--- src/rtl/urv_dm_wb_bridge_if.sv ---
// rtl/urv_dm_wb_bridge_if.sv - Wishbone B4 pipelined bus bundle for the uRV data-memory bridge
interface urv_dm_wb_bridge_if;
    logic        wb_cyc_o;
    logic        wb_stb_o;
    logic        wb_we_o;
    logic [31:0] wb_adr_o;
    logic [31:0] wb_dat_o;
    logic [3:0]  wb_sel_o;
    logic [31:0] wb_dat_i;
    logic        wb_ack_i;
    logic        wb_err_i;
    logic        wb_stall_i;

    modport master (
        output wb_cyc_o, wb_stb_o, wb_we_o, wb_adr_o, wb_dat_o, wb_sel_o,
        input  wb_dat_i, wb_ack_i, wb_err_i, wb_stall_i
    );

    modport slave (
        input  wb_cyc_o, wb_stb_o, wb_we_o, wb_adr_o, wb_dat_o, wb_sel_o,
        output wb_dat_i, wb_ack_i, wb_err_i, wb_stall_i
    );
endinterface

--- src/rtl/urv_dm_wb_bridge.sv ---
// rtl/urv_dm_wb_bridge.sv - uRV dm_* strobes to single Wishbone B4 pipelined cycles (optional URV_DM_BRIDGE_TIMEOUT_EN)
module urv_dm_wb_bridge #(
    parameter int g_timeout_cycles = 255
) (
    input  logic        clk_i,
    input  logic        rst_i,
    input  logic [31:0] dm_addr_i,
    input  logic [31:0] dm_data_s_i,
    input  logic [3:0]  dm_data_select_i,
    input  logic        dm_load_i,
    input  logic        dm_store_i,
    output logic        dm_ready_o,
    output logic [31:0] dm_data_l_o,
    output logic        dm_load_done_o,
    output logic        dm_store_done_o,
    output logic        dm_bus_err_o,
    urv_dm_wb_bridge_if.master wb
);

    typedef enum logic [1:0] {
        ST_IDLE = 2'd0,
        ST_REQ  = 2'd1,
        ST_WAIT = 2'd2
    } state_t;

    state_t      state_q;
    logic        cyc_q;
    logic        stb_q;
    logic        we_q;
    logic [31:0] adr_q;
    logic [31:0] dat_q;
    logic [3:0]  sel_q;
    logic        ready_q;
    logic [31:0] data_l_q;
    logic        load_done_q;
    logic        store_done_q;
    logic        bus_err_q;

    logic        bus_term;
    logic        tmo_hit;
    logic        end_is_err;

`ifdef URV_DM_BRIDGE_TIMEOUT_EN
    localparam logic [15:0] TMO_LAST = 16'(g_timeout_cycles - 1);
    logic [15:0] tmo_cnt_q;
`endif

    // Termination sources: ack/err only count once stb has been accepted (not stalled).
    always_comb begin
        bus_term = 1'b0;
        tmo_hit  = 1'b0;
        if (state_q == ST_WAIT) begin
            bus_term = wb.wb_ack_i | wb.wb_err_i;
        end else if (state_q == ST_REQ) begin
            bus_term = (wb.wb_ack_i | wb.wb_err_i) & ~wb.wb_stall_i;
        end
`ifdef URV_DM_BRIDGE_TIMEOUT_EN
        if ((state_q != ST_IDLE) && !bus_term && (tmo_cnt_q == TMO_LAST)) begin
            tmo_hit = 1'b1;
        end
`endif
        end_is_err = tmo_hit | wb.wb_err_i;
    end

    // Request FSM with all bus and CPU-side outputs registered.
    always_ff @(posedge clk_i) begin
        if (rst_i) begin
            state_q      <= ST_IDLE;
            cyc_q        <= 1'b0;
            stb_q        <= 1'b0;
            we_q         <= 1'b0;
            adr_q        <= '0;
            dat_q        <= '0;
            sel_q        <= '0;
            ready_q      <= 1'b1;
            data_l_q     <= '0;
            load_done_q  <= 1'b0;
            store_done_q <= 1'b0;
            bus_err_q    <= 1'b0;
`ifdef URV_DM_BRIDGE_TIMEOUT_EN
            tmo_cnt_q    <= '0;
`endif
        end else begin
            load_done_q  <= 1'b0;
            store_done_q <= 1'b0;
            bus_err_q    <= 1'b0;
            case (state_q)
                ST_IDLE: begin
                    if (dm_store_i || dm_load_i) begin
                        // A simultaneous load is dropped: the store takes the slot.
                        adr_q   <= dm_addr_i;
                        dat_q   <= dm_data_s_i;
                        sel_q   <= dm_data_select_i;
                        we_q    <= dm_store_i;
                        cyc_q   <= 1'b1;
                        stb_q   <= 1'b1;
                        ready_q <= 1'b0;
                        state_q <= ST_REQ;
`ifdef URV_DM_BRIDGE_TIMEOUT_EN
                        tmo_cnt_q <= '0;
`endif
                    end
                end
                ST_REQ, ST_WAIT: begin
                    if (bus_term || tmo_hit) begin
                        cyc_q     <= 1'b0;
                        stb_q     <= 1'b0;
                        ready_q   <= 1'b1;
                        state_q   <= ST_IDLE;
                        bus_err_q <= end_is_err;
                        if (we_q) begin
                            store_done_q <= 1'b1;
                        end else begin
                            load_done_q <= 1'b1;
                            data_l_q    <= end_is_err ? 32'h0 : wb.wb_dat_i;
                        end
                    end else if ((state_q == ST_REQ) && !wb.wb_stall_i) begin
                        stb_q   <= 1'b0;
                        state_q <= ST_WAIT;
                    end
`ifdef URV_DM_BRIDGE_TIMEOUT_EN
                    tmo_cnt_q <= tmo_cnt_q + 16'd1;
`endif
                end
                default: begin
                    cyc_q   <= 1'b0;
                    stb_q   <= 1'b0;
                    ready_q <= 1'b1;
                    state_q <= ST_IDLE;
                end
            endcase
        end
    end

    assign dm_ready_o      = ready_q;
    assign dm_data_l_o     = data_l_q;
    assign dm_load_done_o  = load_done_q;
    assign dm_store_done_o = store_done_q;
    assign dm_bus_err_o    = bus_err_q;
    assign wb.wb_cyc_o     = cyc_q;
    assign wb.wb_stb_o     = stb_q;
    assign wb.wb_we_o      = we_q;
    assign wb.wb_adr_o     = adr_q;
    assign wb.wb_dat_o     = dat_q;
    assign wb.wb_sel_o     = sel_q;

endmodule

--- src/flat_wrapper.sv ---
// flat-port wrapper written by rule: the top's interface ports become plain ports
module urv_dm_wb_bridge_flat 
#(
    parameter int g_timeout_cycles = 255
)
  (clk_i, rst_i, dm_addr_i, dm_data_s_i, dm_data_select_i, dm_load_i, dm_store_i, dm_ready_o, dm_data_l_o, dm_load_done_o, dm_store_done_o, dm_bus_err_o, wb_wb_cyc_o, wb_wb_stb_o, wb_wb_we_o, wb_wb_adr_o, wb_wb_dat_o, wb_wb_sel_o, wb_wb_dat_i, wb_wb_ack_i, wb_wb_err_i, wb_wb_stall_i);
  urv_dm_wb_bridge_if wb_i ();
  input  logic clk_i;
  input  logic rst_i;
  input  logic [31:0] dm_addr_i;
  input  logic [31:0] dm_data_s_i;
  input  logic [3:0] dm_data_select_i;
  input  logic dm_load_i;
  input  logic dm_store_i;
  output logic dm_ready_o;
  output logic [31:0] dm_data_l_o;
  output logic dm_load_done_o;
  output logic dm_store_done_o;
  output logic dm_bus_err_o;
  output wire logic [$bits(wb_i.wb_cyc_o)-1:0] wb_wb_cyc_o;
  output wire logic [$bits(wb_i.wb_stb_o)-1:0] wb_wb_stb_o;
  output wire logic [$bits(wb_i.wb_we_o)-1:0] wb_wb_we_o;
  output wire logic [$bits(wb_i.wb_adr_o)-1:0] wb_wb_adr_o;
  output wire logic [$bits(wb_i.wb_dat_o)-1:0] wb_wb_dat_o;
  output wire logic [$bits(wb_i.wb_sel_o)-1:0] wb_wb_sel_o;
  input wire logic [$bits(wb_i.wb_dat_i)-1:0] wb_wb_dat_i;
  input wire logic [$bits(wb_i.wb_ack_i)-1:0] wb_wb_ack_i;
  input wire logic [$bits(wb_i.wb_err_i)-1:0] wb_wb_err_i;
  input wire logic [$bits(wb_i.wb_stall_i)-1:0] wb_wb_stall_i;
  assign wb_wb_cyc_o = wb_i.wb_cyc_o;
  assign wb_wb_stb_o = wb_i.wb_stb_o;
  assign wb_wb_we_o = wb_i.wb_we_o;
  assign wb_wb_adr_o = wb_i.wb_adr_o;
  assign wb_wb_dat_o = wb_i.wb_dat_o;
  assign wb_wb_sel_o = wb_i.wb_sel_o;
  assign wb_i.wb_dat_i = wb_wb_dat_i;
  assign wb_i.wb_ack_i = wb_wb_ack_i;
  assign wb_i.wb_err_i = wb_wb_err_i;
  assign wb_i.wb_stall_i = wb_wb_stall_i;
  urv_dm_wb_bridge #(.g_timeout_cycles(g_timeout_cycles)) u_core (.clk_i(clk_i), .rst_i(rst_i), .dm_addr_i(dm_addr_i), .dm_data_s_i(dm_data_s_i), .dm_data_select_i(dm_data_select_i), .dm_load_i(dm_load_i), .dm_store_i(dm_store_i), .dm_ready_o(dm_ready_o), .dm_data_l_o(dm_data_l_o), .dm_load_done_o(dm_load_done_o), .dm_store_done_o(dm_store_done_o), .dm_bus_err_o(dm_bus_err_o), .wb(wb_i));
endmodule
--- config.mk ---
export PLATFORM = sky130hd
export DESIGN_NAME = urv_dm_wb_bridge_flat
export DESIGN_NICKNAME = d
export VERILOG_FILES = /design/src/rtl/urv_dm_wb_bridge_if.sv /design/src/rtl/urv_dm_wb_bridge.sv /design/src/flat_wrapper.sv
export SDC_FILE = /design/constraint.sdc
export NUM_CORES = 1
export LEC_CHECK = 0
export BUFFER_PORTS_ARGS = -buffer_cell sky130_fd_sc_hd__buf_2
export CAP_MARGIN = 0
export CORE_ASPECT_RATIO = 0.9
export CORE_MARGIN = 2
export CORE_UTILIZATION = 45
export DETAILED_ROUTE_END_ITERATION = 8
export PLACE_DENSITY = 0.8
export SYNTH_ARGS = -nofsm -noshare
export SYNTH_HDL_FRONTEND = slang
export SYNTH_SLANG_ARGS = --single-unit
--- constraint.sdc ---
create_clock -name clk_i -period 1.99 [get_ports clk_i]
set_clock_uncertainty 0.15 [all_clocks]
set_input_delay 0.199 -clock clk_i [delete_from_list [all_inputs] [get_ports clk_i]]
set_output_delay 0.199 -clock clk_i [all_outputs]
set_load 0.005 [all_outputs]
# Yosys cells after proc, flatten, opt, wreduce, memory -nomap -nowiden
# Index checks and enable logic that the tools add are counted.
# word_totals
reg_bits,109
inputBits,107
output_inout_bits,107
elab_cells,51
# classes
eq_ne,5
mux,18
bitwise,6
reduce_logical,10
# ops
cell,count
two-way mux 32 bit,1
two-way mux 1 bit,10
two-way mux 2 bit,3
one-hot mux 1 bit (2 select lines),3
AND reduction 2 bit,3
"inequality test 2 x 1 -> 1 bit, second input constant",2
NOT 1 bit,4
one-hot mux 2 bit (2 select lines),1
"inequality test 3 x 1 -> 1 bit, second input constant",1
AND reduction 3 bit,1
OR reduction 3 bit,1
"equality test 2 x 1 -> 1 bit, second input constant",1
"equality test 2 bit, second input constant",1
zero test 2 bit,1
OR reduction 2 bit,1
AND 1 bit,1
logical AND 1 bit,1
zero test 1 bit,1
logical OR 1 bit,1
OR 1 bit,1

# Logic depth before layout (Yosys ltp)
# depth
word_depth,6
depth_mapped,8
depth_no_buf,6

# Worst setup path after synthesis
# Ideal clock, no wire load.
# synth_path
path_type,reg2reg
start,register u_core.state_q[0]
end,register u_core.state_q[0]
setup_time_ns,0.132
arrival_ns,1.436
required_time_ns,1.708
slack_ns,0.272
stages_incl_launch_ff,7
n_path_buf,0
synth_period_minus_slack_ns,1.718
cell_sequence,dfxtp_1 > inv_1 > ha_1 > or2_2 > a32oi_1 > nand2b_1 > a21oi_1
# synth_via
elab_chain_len,5
elab_cells_between_ends,12
cone_classes,eq/ne: 4; mux: 4; reduce/logical: 4
# synth_lines
element,line_no,rtl
"start, declared",urv_dm_wb_bridge.sv:26,state_t state_q;
"start signal, assigned",urv_dm_wb_bridge.sv:68,state_q <= ST_IDLE;
"start signal, assigned",urv_dm_wb_bridge.sv:98,state_q <= ST_REQ;
"start signal, assigned",urv_dm_wb_bridge.sv:109,state_q <= ST_IDLE;
equality test 2 x 1 -> 1 bit,"urv_dm_wb_bridge.sv:54, urv_dm_wb_bridge.sv:87, urv_dm_wb_bridge.sv:117",
two-way mux 1 bit,urv_dm_wb_bridge.sv:54,end else if (state_q == ST_REQ) begin
two-way mux 1 bit,urv_dm_wb_bridge.sv:52,if (state_q == ST_WAIT) begin
two-way mux 2 bit / inequality test 3 x 1 -> 1 bit (equally long branches),n/a,
one-hot mux 2 bit (2 select lines) / AND reduction 2 bit (equally long branches),n/a,
# Parallel ways exist; a longest one is shown, timed or not.
# A chain may end at the register's enable or synchronous reset.

# Final worst setup path
# layout_path
start,register u_core.state_q[1]
end,register u_core.data_l_q[20] (netlist: u_core.dm_data_l_o[20])
# layout_via
elab_chain_len,4
elab_cells_between_ends,6
cone_classes,eq/ne: 2; mux: 2; reduce/logical: 2
# layout_lines
element,line_no,rtl
equality test 2 x 1 -> 1 bit,"urv_dm_wb_bridge.sv:54, urv_dm_wb_bridge.sv:87",
two-way mux 1 bit,urv_dm_wb_bridge.sv:54,
two-way mux 1 bit,urv_dm_wb_bridge.sv:52,
AND reduction 3 bit (no line) (*),n/a,
"end signal, assigned",urv_dm_wb_bridge.sv:115,data_l_q <= end_is_err ? 32'h0 : wb.wb_dat_i;
"end, declared",urv_dm_wb_bridge.sv:34,logic [31:0] data_l_q;
# Every way passes the cells marked *; elsewhere a longest branch is shown, timed or not.

==> results.py <==
metrics = {
    "placed_design": {
        "dpl_worst_slack_ns": 0.0409,
        "place.gp.congestion": 0.824,
        "placedCellCount": 784,
        "dpl_cell_area_um2": 5150,
        "numPortBuffers": 213,
        "dp_hpwl_mm": 7.61,
    },
    "worst_setup_path": {
        "rr_worst_depth": 6,
        "critical_path_arrival_ns": 2.04,
        "setup.worst_path.class": "flop to flop",
        "r2r_setup_slack_ns": 0.09,
        "crit_required_ns": 2.14,
        "r2r-start": "u_core.state_q[1]",
        "end_kind": "flop",
        "path_max_fanout": 8,
        "worstSetupStartpointType": "flop",
        "r2r-end": "u_core.dm_data_l_o[20]",
    },
    "sta": {
        "worstMarginPinSlew_ns": 0.434,
        "maxSlewViolCount": 0,
        "setup_viol": 0,
        "min_period_ns": 1.90,
        "timing.final.ws_setup_ns": 0.0944,
        "rsz0062_at_grt": "yes",
        "slew_headroom": 0.711,
        "hold_viol": 0,
        "max_clock_freq_mhz": 528,
        "period_share": 0.953,
    },
    "die": {
        "core_region_area_um2": 8610,
        "io_pins": 214,
        "std_cell_rows": 32,
        "initial_utilization": 0.467,
        "die_width_um": 104,
        "die_area_um2": 9700,
        "chipHeight_um": 93.6,
    },
    "synthesis": {
        "synth_warnings": 0,
        "syn_inst": 481,
        "syn-cell-area_um2": 4020,
        "post_synth.cell_area_avg_um2": 8.35,
        "ys_types": 33,
        "synth_nets": 592,
        "synth_edf_count": 0,
        "synthFlopType": "dfxtp_1",
        "ys_seq_area_frac": 0.538,
        "async_flop_share": 0,
        "synth-seq-cells": 108,
    },
    "final_layout": {
        "final_cell_mix": "212 x buf_2, 171 x nand2_1, 108 x dfxtp_1",
        "multi_input_area_um2": 1700,
        "antennaDiodeCount": 0,
        "final_cells": 905,
        "register_area_um2": 2160,
        "final_cell_area_um2": 6410,
        "fin_nets": 892,
        "syn_to_final_growth_pct": 59.7,
        "fill_cells": 584,
        "mostFrequentLayoutCell": "buf_2",
        "drive_gt1_frac": 0.317,
    },
    "cts": {
        "cts_setup_buffers": 0,
        "clockBufferDepth": 2,
        "cts_buffers": 9,
        "cts_root_buf": "clkbuf_8",
        "insertion_delay_ns": 0.37,
        "clk_pin_slew_worst_paths_ns": 0.11,
        "htreeDepth": 3,
        "cts_tree": "yes",
        "cts.sinks": 108,
    },
    "route": {
        "wl_mm": 14.1,
        "drc_errors": 0,
        "wl_per_cell_um": 15.6,
        "dr.pass1.iters": 5,
        "drt-initial-drc-count": 256,
        "vias_per_cell": 5.13,
        "ant_nets": 0,
        "via_count": 4647,
    },
    "grt": {
        "grt.total_usage": 0.279,
        "grt_overflow": 0,
        "grt_max_degree": 69,
        "grt_pass1_vias": 4515,
        "grt_pass1_wl_mm": 21.9,
        "grt_antenna_before_repair": 0,
    },
    "power": {
        "powerDensity_nw_per_um2": 985,
        "p_leak_nw": 2.97,
        "vdd_ir_drop_max_mv": 0.631,
        "power_mw": 6.32,
    },
    "hold_path": {
        "min_to": "u_core.wb.wb_we_o",
        "worstHoldStart": "dm_load_i",
        "min_path_type": "input port to flop",
        "holdPathStages": 4,
    },
    "job": {
        "max_cap_viol_count": 0,
    },
    "status": {
        "status": "finished clean",
    },
}
-- registers in the layout, indices dropped and copies added, names as in the netlist, 2 cells and up --
register / cells
u_core.wb.wb_dat_o: 32
u_core.wb.wb_adr_o: 32
u_core.state_q: 2
u_core.dm_data_l_o: 32
u_core.wb.wb_sel_o: 4
-- through the flow --
| step | setup TNS, ns | util | hold WS, ns |
|---|---|---|---|
| global placement | 0 | 0.598 | 0.285 |
| detailed placement | 0 | 0.598 | 0.292 |
| CTS | 0 | 0.741 | 0.00881 |
| floorplan | 0 | - | 0.185 |
| finish | 0 | 0.745 | 0.0233 |
| global route | -0.121 | 0.745 | 0.0303 |
-- worst max path at each step --
stage,from,endpoint,slack [ns]
after detailed placement,u_core.state_q[1],u_core.dm_data_l_o[10],0.04
after CTS,u_core.state_q[1],u_core.dm_data_l_o[1],0.02
after floorplan,u_core.state_q[0],u_core.state_q[0],0.27
after global placement,u_core.state_q[1],u_core.dm_data_l_o[5],0.19
after global routing,u_core.state_q[1],u_core.dm_data_l_o[5],-0.03
final,u_core.state_q[1],u_core.dm_data_l_o[20],0.09
-- layout make-up --
cell class | instances | share of cell area
repair buffers | 322 | 0.342
inverters | 4 | 0.00234
well taps | 119 | 0.0232
multi-input cells | 336 | 0.265
clock buffers | 10 | 0.0199
flip-flops and latches | 108 | 0.337
clock inverters | 6 | 0.0109
-- where the power goes --
part / internal [mW] / leakage (nW) / switching (mW)
Sequential: 2.61 / 0.885 / 0.238
Clock: 0.598 / 0.102 / 0.763
Combinational: 0.942 / 1.99 / 1.17
-- per-layer routing --
layer | track usage | wire length, µm | up-vias
met1 | 0.320 | 5480 | 2169
met3 | 0.0822 | 1200 | 45
met2 | 0.491 | 6980 | 247
met5 | 0 | 0 | -
li1 | - | - | 2186
met4 | 0.113 | 421 | 0
-- worst max-delay path, cell delays in order, from the launching register on --
cell and delay, ns:
dfxtp_1 0.37, inv_1 0.09, ha_2 0.37, and2b_2 0.23, o221a_2 0.35, nand3b_1 0.12, a21oi_1 0.14
-- synth_stat cells (2+ instances only) --
cell,count,area (µm²)
nand3b_1,32,240
buf_2,15,75.1
nand2b_1,2,12.5
nor2_1,2,7.51
clkbuf_1,13,48.8
buf_6,5,56.3
and2_1,2,12.5
inv_1,3,11.3
a21oi_1,102,510
dfxtp_1,108,2160
ha_1,4,50.1
nand2_1,171,642
buf_1,2,7.51
-- kinds of logic after synthesis --
family | count (synthesis) | share of synthesized area
AND/OR/NAND/NOR | 216 | 0.241
AO/OA/AOI/OAI | 113 | 0.155
flip-flops | 108 | 0.538
buffers and inverters | 40 | 0.0523
adder cells (fa/ha/maj) | 4 | 0.0125
-- what timing repair did --
item,4_1_cts,5_1_grt
gates cloned,1,2
hold endpoints to repair,102,0
gates resized for setup,0,3
setup endpoints to repair,1,24
hold buffers,102,0
No activity file was read; power rests on OpenSTA's default activity.
